**config.mk**
```make
export PLATFORM = sky130hd
export DESIGN_NAME = nabp_sinogram_fetcher
export DESIGN_NICKNAME = d
export VERILOG_FILES = /design/src/rtl/nabp_sinogram_fetcher.sv
export SDC_FILE = /design/constraint.sdc
export NUM_CORES = 1
export LEC_CHECK = 0
export CAP_MARGIN = 20
export CORE_ASPECT_RATIO = 1.4
export CORE_UTILIZATION = 52
export DETAILED_ROUTE_END_ITERATION = 8
export GPL_ROUTABILITY_DRIVEN = 0
export PLACE_DENSITY = 0.85
export SLEW_MARGIN = 20
export SYNTH_ARGS = -nofsm -noshare
export SYNTH_HDL_FRONTEND = slang
export SYNTH_SLANG_ARGS = --single-unit
```
**constraint.sdc**
```tcl
create_clock -name clk -period 9 [get_ports clk]
set_input_delay 2.25 -clock clk [delete_from_list [all_inputs] [get_ports clk]]
set_output_delay 2.25 -clock clk [all_outputs]
set_load 0.005 [all_outputs]
```
**src/rtl/nabp_sinogram_fetcher.sv**
```systemverilog
// nabp_sinogram_fetcher
// Sweeps the sinogram in passes of NUM_CHANNELS angles. Each issue cycle reads one projection
// line from NUM_CHANNELS parallel RAM ports of fixed latency. The returned samples are re-aligned
// with their tags and buffered in a credit-limited skid FIFO. The FIFO head feeds the processing
// elements over a valid/ready stream.
//
// Ports:
//   clk, reset_n   - clock and asynchronous active-low reset
//   sg_kick        - host start pulse, honoured only while idle
//   sg_addr/sg_rd  - per-lane RAM address and common read strobe
//   sg_val         - per-lane RAM data, valid RAM_LATENCY cycles after sg_rd
//   pe_valid/pe_ready, pe_val, pe_lane_mask, pe_angle_base, pe_proj, pe_last - output stream
//   sg_busy        - sweep in progress
//   sg_done        - one-cycle completion pulse
module nabp_sinogram_fetcher #(
  parameter int unsigned DATA_W       = 16,
  parameter int unsigned NUM_ANGLES   = 180,
  parameter int unsigned NUM_PROJ     = 256,
  parameter int unsigned NUM_CHANNELS = 4,
  parameter int unsigned RAM_LATENCY  = 1,
  parameter int unsigned ADDR_W       = (NUM_ANGLES * NUM_PROJ > 1) ?
                                        $clog2(NUM_ANGLES * NUM_PROJ) : 1,
  parameter int unsigned FIFO_DEPTH   = RAM_LATENCY + 2,
  localparam int unsigned AngW        = (NUM_ANGLES > 1) ? $clog2(NUM_ANGLES) : 1,
  localparam int unsigned ProjW       = (NUM_PROJ > 1) ? $clog2(NUM_PROJ) : 1
) (
  input  logic                             clk,
  input  logic                             reset_n,
  input  logic                             sg_kick,
  output logic [NUM_CHANNELS*ADDR_W-1:0]   sg_addr,
  output logic                             sg_rd,
  input  logic [NUM_CHANNELS*DATA_W-1:0]   sg_val,
  output logic                             pe_valid,
  input  logic                             pe_ready,
  output logic [NUM_CHANNELS*DATA_W-1:0]   pe_val,
  output logic [NUM_CHANNELS-1:0]          pe_lane_mask,
  output logic [AngW-1:0]                  pe_angle_base,
  output logic [ProjW-1:0]                 pe_proj,
  output logic                             pe_last,
  output logic                             sg_busy,
  output logic                             sg_done
);

  // angle_base of the final pass
  localparam int unsigned LastBase = ((NUM_ANGLES - 1) / NUM_CHANNELS) * NUM_CHANNELS;
  localparam int unsigned PtrW     = (FIFO_DEPTH > 1) ? $clog2(FIFO_DEPTH) : 1;
  localparam int unsigned CntW     = $clog2(FIFO_DEPTH + 1);

  typedef enum logic [1:0] {StIdle, StFetch, StDrain, StDone} state_e;

  typedef struct packed {
    logic [NUM_CHANNELS-1:0] mask;
    logic [AngW-1:0]         angle;
    logic [ProjW-1:0]        proj;
    logic                    last;
  } tag_t;

  typedef struct packed {
    logic [NUM_CHANNELS*DATA_W-1:0] data;
    tag_t                           tag;
  } entry_t;

  state_e                 state_q, state_d;
  logic [AngW-1:0]        angle_q, angle_d;
  logic [ProjW-1:0]       proj_q, proj_d;
  logic [RAM_LATENCY-1:0] pipe_vld_q;
  tag_t                   pipe_tag_q [RAM_LATENCY];
  entry_t                 fifo_q [FIFO_DEPTH];
  logic [PtrW-1:0]        wr_ptr_q, wr_ptr_d, rd_ptr_q, rd_ptr_d;
  logic [CntW-1:0]        count_q, count_d;

  logic        issue, last_pair, push, pop;
  tag_t        issue_tag;
  entry_t      head;
  int unsigned inflight;
  logic [31:0]       lane_angle;
  logic [ADDR_W-1:0] lane_addr;

  // Reads still travelling through the RAM; together with FIFO occupancy these are the
  // credits in use, so a full FIFO can always absorb every outstanding return.
  always_comb begin
    inflight = 0;
    for (int i = 0; i < RAM_LATENCY; i++) begin
      inflight = inflight + {31'b0, pipe_vld_q[i]};
    end
  end

  assign last_pair = (32'(angle_q) == LastBase) && (32'(proj_q) == NUM_PROJ - 1);
  assign issue     = (state_q == StFetch) && ((inflight + 32'(count_q)) < FIFO_DEPTH);
  assign sg_rd     = issue;

  // Lane addresses and the tag travelling alongside the read.
  always_comb begin
    sg_addr         = '0;
    issue_tag       = '0;
    issue_tag.angle = angle_q;
    issue_tag.proj  = proj_q;
    issue_tag.last  = last_pair;
    lane_angle      = '0;
    lane_addr       = '0;
    for (int c = 0; c < NUM_CHANNELS; c++) begin
      lane_angle = 32'(angle_q) + 32'(c);
      lane_addr  = ADDR_W'(lane_angle * NUM_PROJ + 32'(proj_q));
      // Lanes past the last angle read address 0 and are masked off.
      if (lane_angle < NUM_ANGLES) begin
        issue_tag.mask[c] = 1'b1;
        if (issue) begin
          sg_addr[c*ADDR_W +: ADDR_W] = lane_addr;
        end
      end
    end
  end

  // Sweep control and index counters.
  always_comb begin
    state_d = state_q;
    angle_d = angle_q;
    proj_d  = proj_q;
    case (state_q)
      StIdle: begin
        if (sg_kick) begin
          state_d = StFetch;
          angle_d = '0;
          proj_d  = '0;
        end
      end
      StFetch: begin
        if (issue) begin
          if (last_pair) begin
            state_d = StDrain;
          end else if (32'(proj_q) == NUM_PROJ - 1) begin
            proj_d  = '0;
            angle_d = AngW'(32'(angle_q) + NUM_CHANNELS);
          end else begin
            proj_d = proj_q + 1'b1;
          end
        end
      end
      StDrain: begin
        if (pop && head.tag.last) begin
          state_d = StDone;
        end
      end
      StDone:  state_d = StIdle;
      default: state_d = StIdle;
    endcase
  end

  // Skid FIFO bookkeeping.
  assign push     = pipe_vld_q[RAM_LATENCY-1];
  assign head     = fifo_q[rd_ptr_q];
  assign pe_valid = (count_q != '0);
  assign pop      = pe_valid && pe_ready;

  always_comb begin
    wr_ptr_d = wr_ptr_q;
    rd_ptr_d = rd_ptr_q;
    count_d  = count_q;
    if (push) begin
      wr_ptr_d = (32'(wr_ptr_q) == FIFO_DEPTH - 1) ? '0 : wr_ptr_q + 1'b1;
    end
    if (pop) begin
      rd_ptr_d = (32'(rd_ptr_q) == FIFO_DEPTH - 1) ? '0 : rd_ptr_q + 1'b1;
    end
    if (push && !pop) begin
      count_d = count_q + 1'b1;
    end else if (!push && pop) begin
      count_d = count_q - 1'b1;
    end
  end

  always_ff @(posedge clk or negedge reset_n) begin
    if (!reset_n) begin
      state_q    <= StIdle;
      angle_q    <= '0;
      proj_q     <= '0;
      pipe_vld_q <= '0;
      wr_ptr_q   <= '0;
      rd_ptr_q   <= '0;
      count_q    <= '0;
    end else begin
      state_q       <= state_d;
      angle_q       <= angle_d;
      proj_q        <= proj_d;
      pipe_vld_q[0] <= issue;
      for (int i = 1; i < RAM_LATENCY; i++) begin
        pipe_vld_q[i] <= pipe_vld_q[i-1];
      end
      wr_ptr_q <= wr_ptr_d;
      rd_ptr_q <= rd_ptr_d;
      count_q  <= count_d;
    end
  end

  // Payload storage needs no reset: validity is carried by pipe_vld_q and count_q.
  always_ff @(posedge clk) begin
    pipe_tag_q[0] <= issue_tag;
    for (int i = 1; i < RAM_LATENCY; i++) begin
      pipe_tag_q[i] <= pipe_tag_q[i-1];
    end
    if (push) begin
      fifo_q[wr_ptr_q] <= {sg_val, pipe_tag_q[RAM_LATENCY-1]};
    end
  end

  // Payload is forced to zero while no beat is presented.
  assign pe_val        = pe_valid ? head.data      : '0;
  assign pe_lane_mask  = pe_valid ? head.tag.mask  : '0;
  assign pe_angle_base = pe_valid ? head.tag.angle : '0;
  assign pe_proj       = pe_valid ? head.tag.proj  : '0;
  assign pe_last       = pe_valid ? head.tag.last  : 1'b0;

  assign sg_busy = (state_q == StFetch) || (state_q == StDrain);
  assign sg_done = (state_q == StDone);

  // Credits bound occupancy, so a push into a full FIFO without a pop is a design error.
  fifo_no_overflow_a: assert property (@(posedge clk) disable iff (!reset_n)
    !(push && !pop && (32'(count_q) == FIFO_DEPTH)));

endmodule

```
==> flow_metrics.py, run 1 <==
metrics = {
    "status": {
        "status": "finished clean",
    },
    "cts": {
        "clockRootBuffer": "clkbuf_16",
        "clock_latency_ns": 0.50,
        "ctsHoldBuffers": 0,
        "post_cts_resized": 0,
        "htreeDepth": 1,
        "cts.sinks": 291,
        "clk_pin_slew_ns": 0.06,
        "clockBufferDepth": 3,
        "cts_tree": "yes",
        "cts_setup_buffers": 0,
        "cts_made_buffers": 25,
    },
    "worst_setup_path": {
        "cp.required_ns": 6.75,
        "crit_family": "buffers and inverters",
        "worstSetupPathType": "reg2out",
        "critPathBufInv": 2,
        "cp-end-kind": "output port",
        "slowest_delay_ns": 0.87,
        "startpoint_type": "flip-flop",
        "cp_cell_sequence": "buf_4, mux2_1, mux2i_1, nor2_1, clkdlybuf4s50_1",
        "slowest_stage": "dfrtp_4",
        "path_max_fanout": 47,
        "arrival_ns": 3.37,
    },
    "die": {
        "rows": 64,
        "die_x_um": 129,
        "core_um2": 22000,
        "dieHeight_um": 180,
        "dieArea_um2": 23200,
        "ios": 221,
        "start_util_pct": 53.3,
    },
    "pwr": {
        "swShare_pct": 31.0,
        "ir_drop_v": 0.000215,
        "p_int_mw": 3.10,
        "comb_power_share_pct": 36.2,
        "p_leak_nw": 5.61,
        "sequentialPowerShare_pct": 40.2,
        "p_sw_mw": 1.39,
        "p_per_area_nw_per_um2": 300,
        "clock_power_share_pct": 23.6,
    },
    "finish": {
        "areaGrowthSynthToFinish_pct": 27.4,
        "design_area_um2": 15000,
        "nNetsFinal": 1138,
        "drive_gt1_share_pct": 6.13,
    },
    "yosys": {
        "ys_types": 47,
        "synth_enable_flop_cells": 249,
        "syn-instance-count": 864,
        "syn_avg_cell_area_um2": 13.6,
        "synth_top_area_cell": "edfxtp_1",
        "synthTopCellsByArea": "edfxtp_1 (64%), mux2i_1 (7.1%), nor2_1 (5.6%)",
        "synth_top_area_share_pct": 63.7,
        "yosys_register_bits": 291,
        "synthArstFlopShare_pct": 7.90,
        "yosys.cell_count.top_type": "edfxtp_1",
        "ys_warn_count": 0,
        "synth_area_um2": 11700,
        "yosysSeqAreaShare_pct": 71.8,
        "synth-main-ff-cell": "edfxtp_1",
        "synthTopCellsByCount": "edfxtp_1 (249), nor2_1 (174), a21oi_1 (89)",
    },
    "sta": {
        "setup_viol": 0,
        "tns_ns": 0,
        "whs_ns": 0.450,
        "slew_violations": 0,
        "min_period_over_period_pct": 62.4,
        "slew_headroom_pct": 34.2,
        "tightest_slew_ns": 0.987,
        "fmax_ghz": 0.178,
        "period_needed_ns": 5.62,
        "finClkSkew_ns": 0.00877,
        "rsz0062_at_grt": "false",
        "hold_viol": 0,
    },
    "global_route": {
        "grt_pass1_vias": 7499,
        "track_usage_pct": 21.4,
        "grt_start_max_net_pins": 100,
        "grt_pass1_wl_mm": 38.3,
        "grt_antenna_before_repair": 3,
        "grt-ovfl-total": 0,
    },
    "flow_run": {
        "maxCapViolations": 0,
    },
    "detailed_routing": {
        "viasPerCell": 5.36,
        "drtAntennaViolNets": 0,
        "wl_per_cell_um": 18.0,
        "totalWireLength_mm": 24.8,
        "drt_first_pass_iters": 5,
        "via_count": 7386,
        "drcViolationCount": 0,
        "drt_iter0_markers": 445,
    },
    "place": {
        "dpl_cell_area_um2": 14100,
        "dp_hpwl_mm": 15.4,
        "port_buffers": 214,
    },
    "hold_path": {
        "min_path_type": "reg2reg",
    },
}
[registers in the layout, indices dropped and copies added, names as in the netlist]
name,flops
angle_q,6
rd_ptr_q,2
fifo_q,249
pipe_vld_q,1
state_q,2
pipe_tag_q,19
count_q,2
proj_q,8
wr_ptr_q,2
[metrics by stage]
step           std cells  power, mW  setup WS [ns]  utilization [%]
4_1_cts             1374       4.52           3.31             67.9
5_1_grt             1377       4.71           3.22             67.9
6_report            1377       4.48           3.38             67.9
3_3_place_gp        1329       3.42           3.87             64.1
3_5_place_dp        1329       3.46           3.86             64.1
2_1_floorplan        869       2.66           1.81                -
[power groups by stage]
stage	registers (mW)	clock network (mW)	logic (mW)
6_report	1.80	1.06	1.62
3_3_place_gp	1.82	0	1.60
3_5_place_dp	1.83	0	1.63
2_1_floorplan	1.75	0	0.908
5_1_grt	1.82	1.12	1.77
4_1_cts	1.81	1.07	1.64
[layer usage]
metal | GRT usage (%) | share of wire [%] | wire length, um | vias to the layer above
met4 | 8.38 | 3.2 | 790 | 0
met2 | 39.7 | 54 | 13400 | 231
met1 | 24.6 | 38 | 9510 | 3575
met3 | 2.89 | 4.3 | 1070 | 51
li1 | - | - | - | 3529
met5 | 0 | 0 | 0 | -
[cell usage in the layout (no fill, tap or decap), drive strengths merged, types with 2 or more instances in the layout]
cell type,count
nor3,4
diode,3
buf,11
nand4,4
mux2i,83
mux2,5
nor2b,2
o21ai,17
and3,61
conb,6
edfxtp,249
nand3,5
dfrtp,23
a22o,3
ha,11
inv,12
clkdlybuf4s50,213
xor2,2
a21o,4
o211ai,2
and4,2
dfxtp,19
clkinv,9
clkbuf,35
and2,6
or3,2
nand2,10
nor2,174
a21oi,89
[final cells by class]
| class | count | area, um^2 |
|---|---|---|
| fillers | 1498 | 7060 |
| diodes | 3 | 7.51 |
| clock inverters | 10 | 71.3 |
| flip-flops and latches | 291 | 8440 |
| well taps | 297 | 372 |
| multi-input cells | 505 | 3050 |
| repair buffers | 224 | 2220 |
| inverters | 12 | 45.0 |
| clock buffers | 35 | 757 |
[worst paths after layout]
check	from	to	slack, ns	cells past startpoint
max	rd_ptr_q[0]$_DFFE_PN0N_	pe_last	3.38	5
min	pipe_tag_q[0][18]$_DFF_P_	fifo_q[1][18]$_DFFE_PP_	0.45	0
max reg2reg	rd_ptr_q[0]$_DFFE_PN0N_	state_q[1]$_DFFE_PN0P_	5.92	6
min reg2reg	pipe_tag_q[0][18]$_DFF_P_	fifo_q[1][18]$_DFFE_PP_	0.45	0
max in group asynchronous	reset_n	rd_ptr_q[0]$_DFFE_PN0N_	6.81	1
min in group asynchronous	reset_n	proj_q[3]$_DFFE_PN0P_	1.74	1
[cells by family after synthesis]
kind of cell             synth area share [%]
AO/OA/AOI/OAI                            5.61
multiplexers                             7.59
adder cells (fa/ha/maj)                  1.17
AND/OR/NAND/NOR                          10.9
XOR/XNOR                                0.224
buffers and inverters                    2.69
other                                  0.0319
flip-flops                               71.8
(Power assumes the default switching activity.)
==> run 2: changes to the inputs <==
==> constraint.sdc (replaced) <==
create_clock -name clk -period 5.8 [get_ports clk]
set_input_delay 1.45 -clock clk [delete_from_list [all_inputs] [get_ports clk]]
set_output_delay 1.45 -clock clk [all_outputs]
set_load 0.005 [all_outputs]
==> flow_metrics.py, run 2 (synthesized netlist as in run 1, its figures left out) <==
metrics = {
    "detailed_routing": {
        "totalWireLength_mm": 24.8,
        "drcViolationCount": 0,
        "viasPerCell": 5.37,
        "wl_per_cell_um": 17.9,
        "drtAntennaViolNets": 0,
        "drt_iter0_markers": 488,
        "via_count": 7406,
        "drt_first_pass_iters": 5,
    },
    "finish": {
        "largest_register_ffs": 249,
        "final_common_cell": "edfxtp_1",
        "top_regs": "fifo_q: 249 flops, pipe_tag_q: 19 flops, proj_q: 8 flops",
        "areaGrowthSynthToFinish_pct": 28.3,
        "drive_gt1_share_pct": 6.57,
        "register_area_um2": 8440,
        "design_area_um2": 15100,
        "fillCellCount": 1509,
        "top_register": "fifo_q",
        "mostFrequentLayoutCells": "edfxtp_1 (249), clkdlybuf4s50_1 (214), nor2_1 (171), a21oi_1 (89), mux2i_1 (83)",
        "nNetsFinal": 1140,
        "layoutNonFillerInstCount": 1380,
        "multi_input_area_um2": 3060,
        "fin_util_pct": 68.4,
    },
    "cts": {
        "cts.sinks": 291,
        "clock_latency_ns": 0.52,
        "post_cts_resized": 0,
        "cts_setup_buffers": 0,
        "cts_made_buffers": 26,
        "htreeDepth": 1,
        "clockBufferDepth": 3,
        "clk_pin_slew_ns": 0.06,
        "ctsHoldBuffers": 0,
        "cts_tree": "yes",
        "clockRootBuffer": "clkbuf_16",
    },
    "die": {
        "dieArea_um2": 23200,
        "ios": 221,
        "rows": 64,
        "die_x_um": 129,
        "dieHeight_um": 180,
        "start_util_pct": 53.3,
        "core_um2": 22000,
    },
    "worst_setup_path": {
        "worst-r2r-cell-count": 7,
        "arrival_ns": 2.96,
        "startpoint_type": "flip-flop",
        "r2r-end": "state_q[1]$_DFFE_PN0P_",
        "cp-end-kind": "output port",
        "path_max_fanout": 62,
        "worstSetupPathType": "reg2out",
        "ff2ff_setup_slack_ns": 3.32,
        "setup.worst_path.end": "sg_addr[6]",
        "rr_startpoint": "count_q[0]$_DFFE_PN0P_",
        "cp.required_ns": 4.35,
        "crit_start": "count_q[0]$_DFFE_PN0P_",
    },
    "sta": {
        "rsz0062_at_grt": "false",
        "setup_viol": 0,
        "tightest_slew_ns": 0.999,
        "finClkSkew_ns": 0.0126,
        "slew_headroom_pct": 33.4,
        "tns_ns": 0,
        "slew_violations": 0,
        "min_period_over_period_pct": 76.0,
        "whs_ns": 0.447,
        "hold_viol": 0,
        "fmax_ghz": 0.227,
        "period_needed_ns": 4.41,
    },
    "pwr": {
        "comb_power_share_pct": 35.7,
        "p_sw_mw": 2.20,
        "swShare_pct": 31.2,
        "p_leak_nw": 5.65,
        "p_int_mw": 4.86,
        "clock_power_share_pct": 24.4,
        "p_per_area_nw_per_um2": 469,
        "ir_drop_v": 0.000325,
        "sequentialPowerShare_pct": 39.9,
    },
    "global_route": {
        "grt_pass1_wl_mm": 37.7,
        "grt_start_max_net_pins": 87,
        "grt-ovfl-total": 0,
        "grt_pass1_vias": 7261,
        "track_usage_pct": 21.1,
        "grt_antenna_before_repair": 2,
    },
    "hold_path": {
        "min_path_type": "reg2reg",
    },
    "place": {
        "dpl_cell_area_um2": 14200,
        "dp_hpwl_mm": 14.9,
        "dp.cells": 1330,
        "port_buffers": 214,
    },
    "flow_run": {
        "maxCapViolations": 0,
    },
    "status": {
        "status": "finished clean",
    },
}
## run 2: metrics by stage
stage                     setup slack [ns]  power (mW)
final                                 1.39        7.06
after global routing                  1.26        7.43
after CTS                             1.36        7.13
after detailed placement              1.94        5.39
after global placement                1.96        5.33
after floorplan                       1.35        4.11
## run 2: power groups by stage
stage	sequential (mW)	clock, mW	combinational (mW)
2_1_floorplan	2.70	0	1.41
3_3_place_gp	2.84	0	2.48
3_5_place_dp	2.86	0	2.53
4_1_cts	2.82	1.75	2.56
5_1_grt	2.85	1.83	2.75
6_report	2.82	1.72	2.52
## run 2: worst min path at each step
stage | start | endpoint | slack (ns) | cells after the start
2_1_floorplan | angle_q[7]$_DFFE_PN0P_ | pipe_tag_q[0][16]$_DFF_P_ | 0.36 | 0
3_3_place_gp | pipe_tag_q[0][1]$_DFF_P_ | fifo_q[0][1]$_DFFE_PP_ | 0.42 | 0
3_5_place_dp | pipe_tag_q[0][16]$_DFF_P_ | fifo_q[2][16]$_DFFE_PP_ | 0.44 | 0
4_1_cts | pipe_tag_q[0][16]$_DFF_P_ | fifo_q[2][16]$_DFFE_PP_ | 0.44 | 0
5_1_grt | pipe_tag_q[0][16]$_DFF_P_ | fifo_q[2][16]$_DFFE_PP_ | 0.46 | 0
6_report | pipe_tag_q[0][16]$_DFF_P_ | fifo_q[2][16]$_DFFE_PP_ | 0.45 | 0
## run 2: layout make-up
cell class / count / share of cell area [%]
Sequential cell: 291 / 56.0
Tap cell: 297 / 2.47
Clock buffer: 33 / 4.90
Clock inverter: 15 / 0.980
Antenna cell: 2 / 0.0332
Multi-Input combinational cell: 505 / 20.3
Timing Repair Buffer: 225 / 14.9
Inverter: 12 / 0.299
## run 2: routing by layer
metal / up-vias / track usage, % / part of all wire, %
li1: 3532 / - / -
met1: 3593 / 24.0 / 37
met2: 224 / 38.7 / 54
met3: 57 / 3.18 / 5.3
met4: 0 / 8.89 / 3.3
met5: - / 0 / 0
## run 2: critical path: stages (launching register included)
cell             delay [ns]
dfrtp_1                0.45
ha_1                   0.22
ha_1                   0.29
a21o_1                 0.22
nor2_2                 0.08
buf_4                  0.38
and3_1                 0.28
clkdlybuf4s50_1        0.51
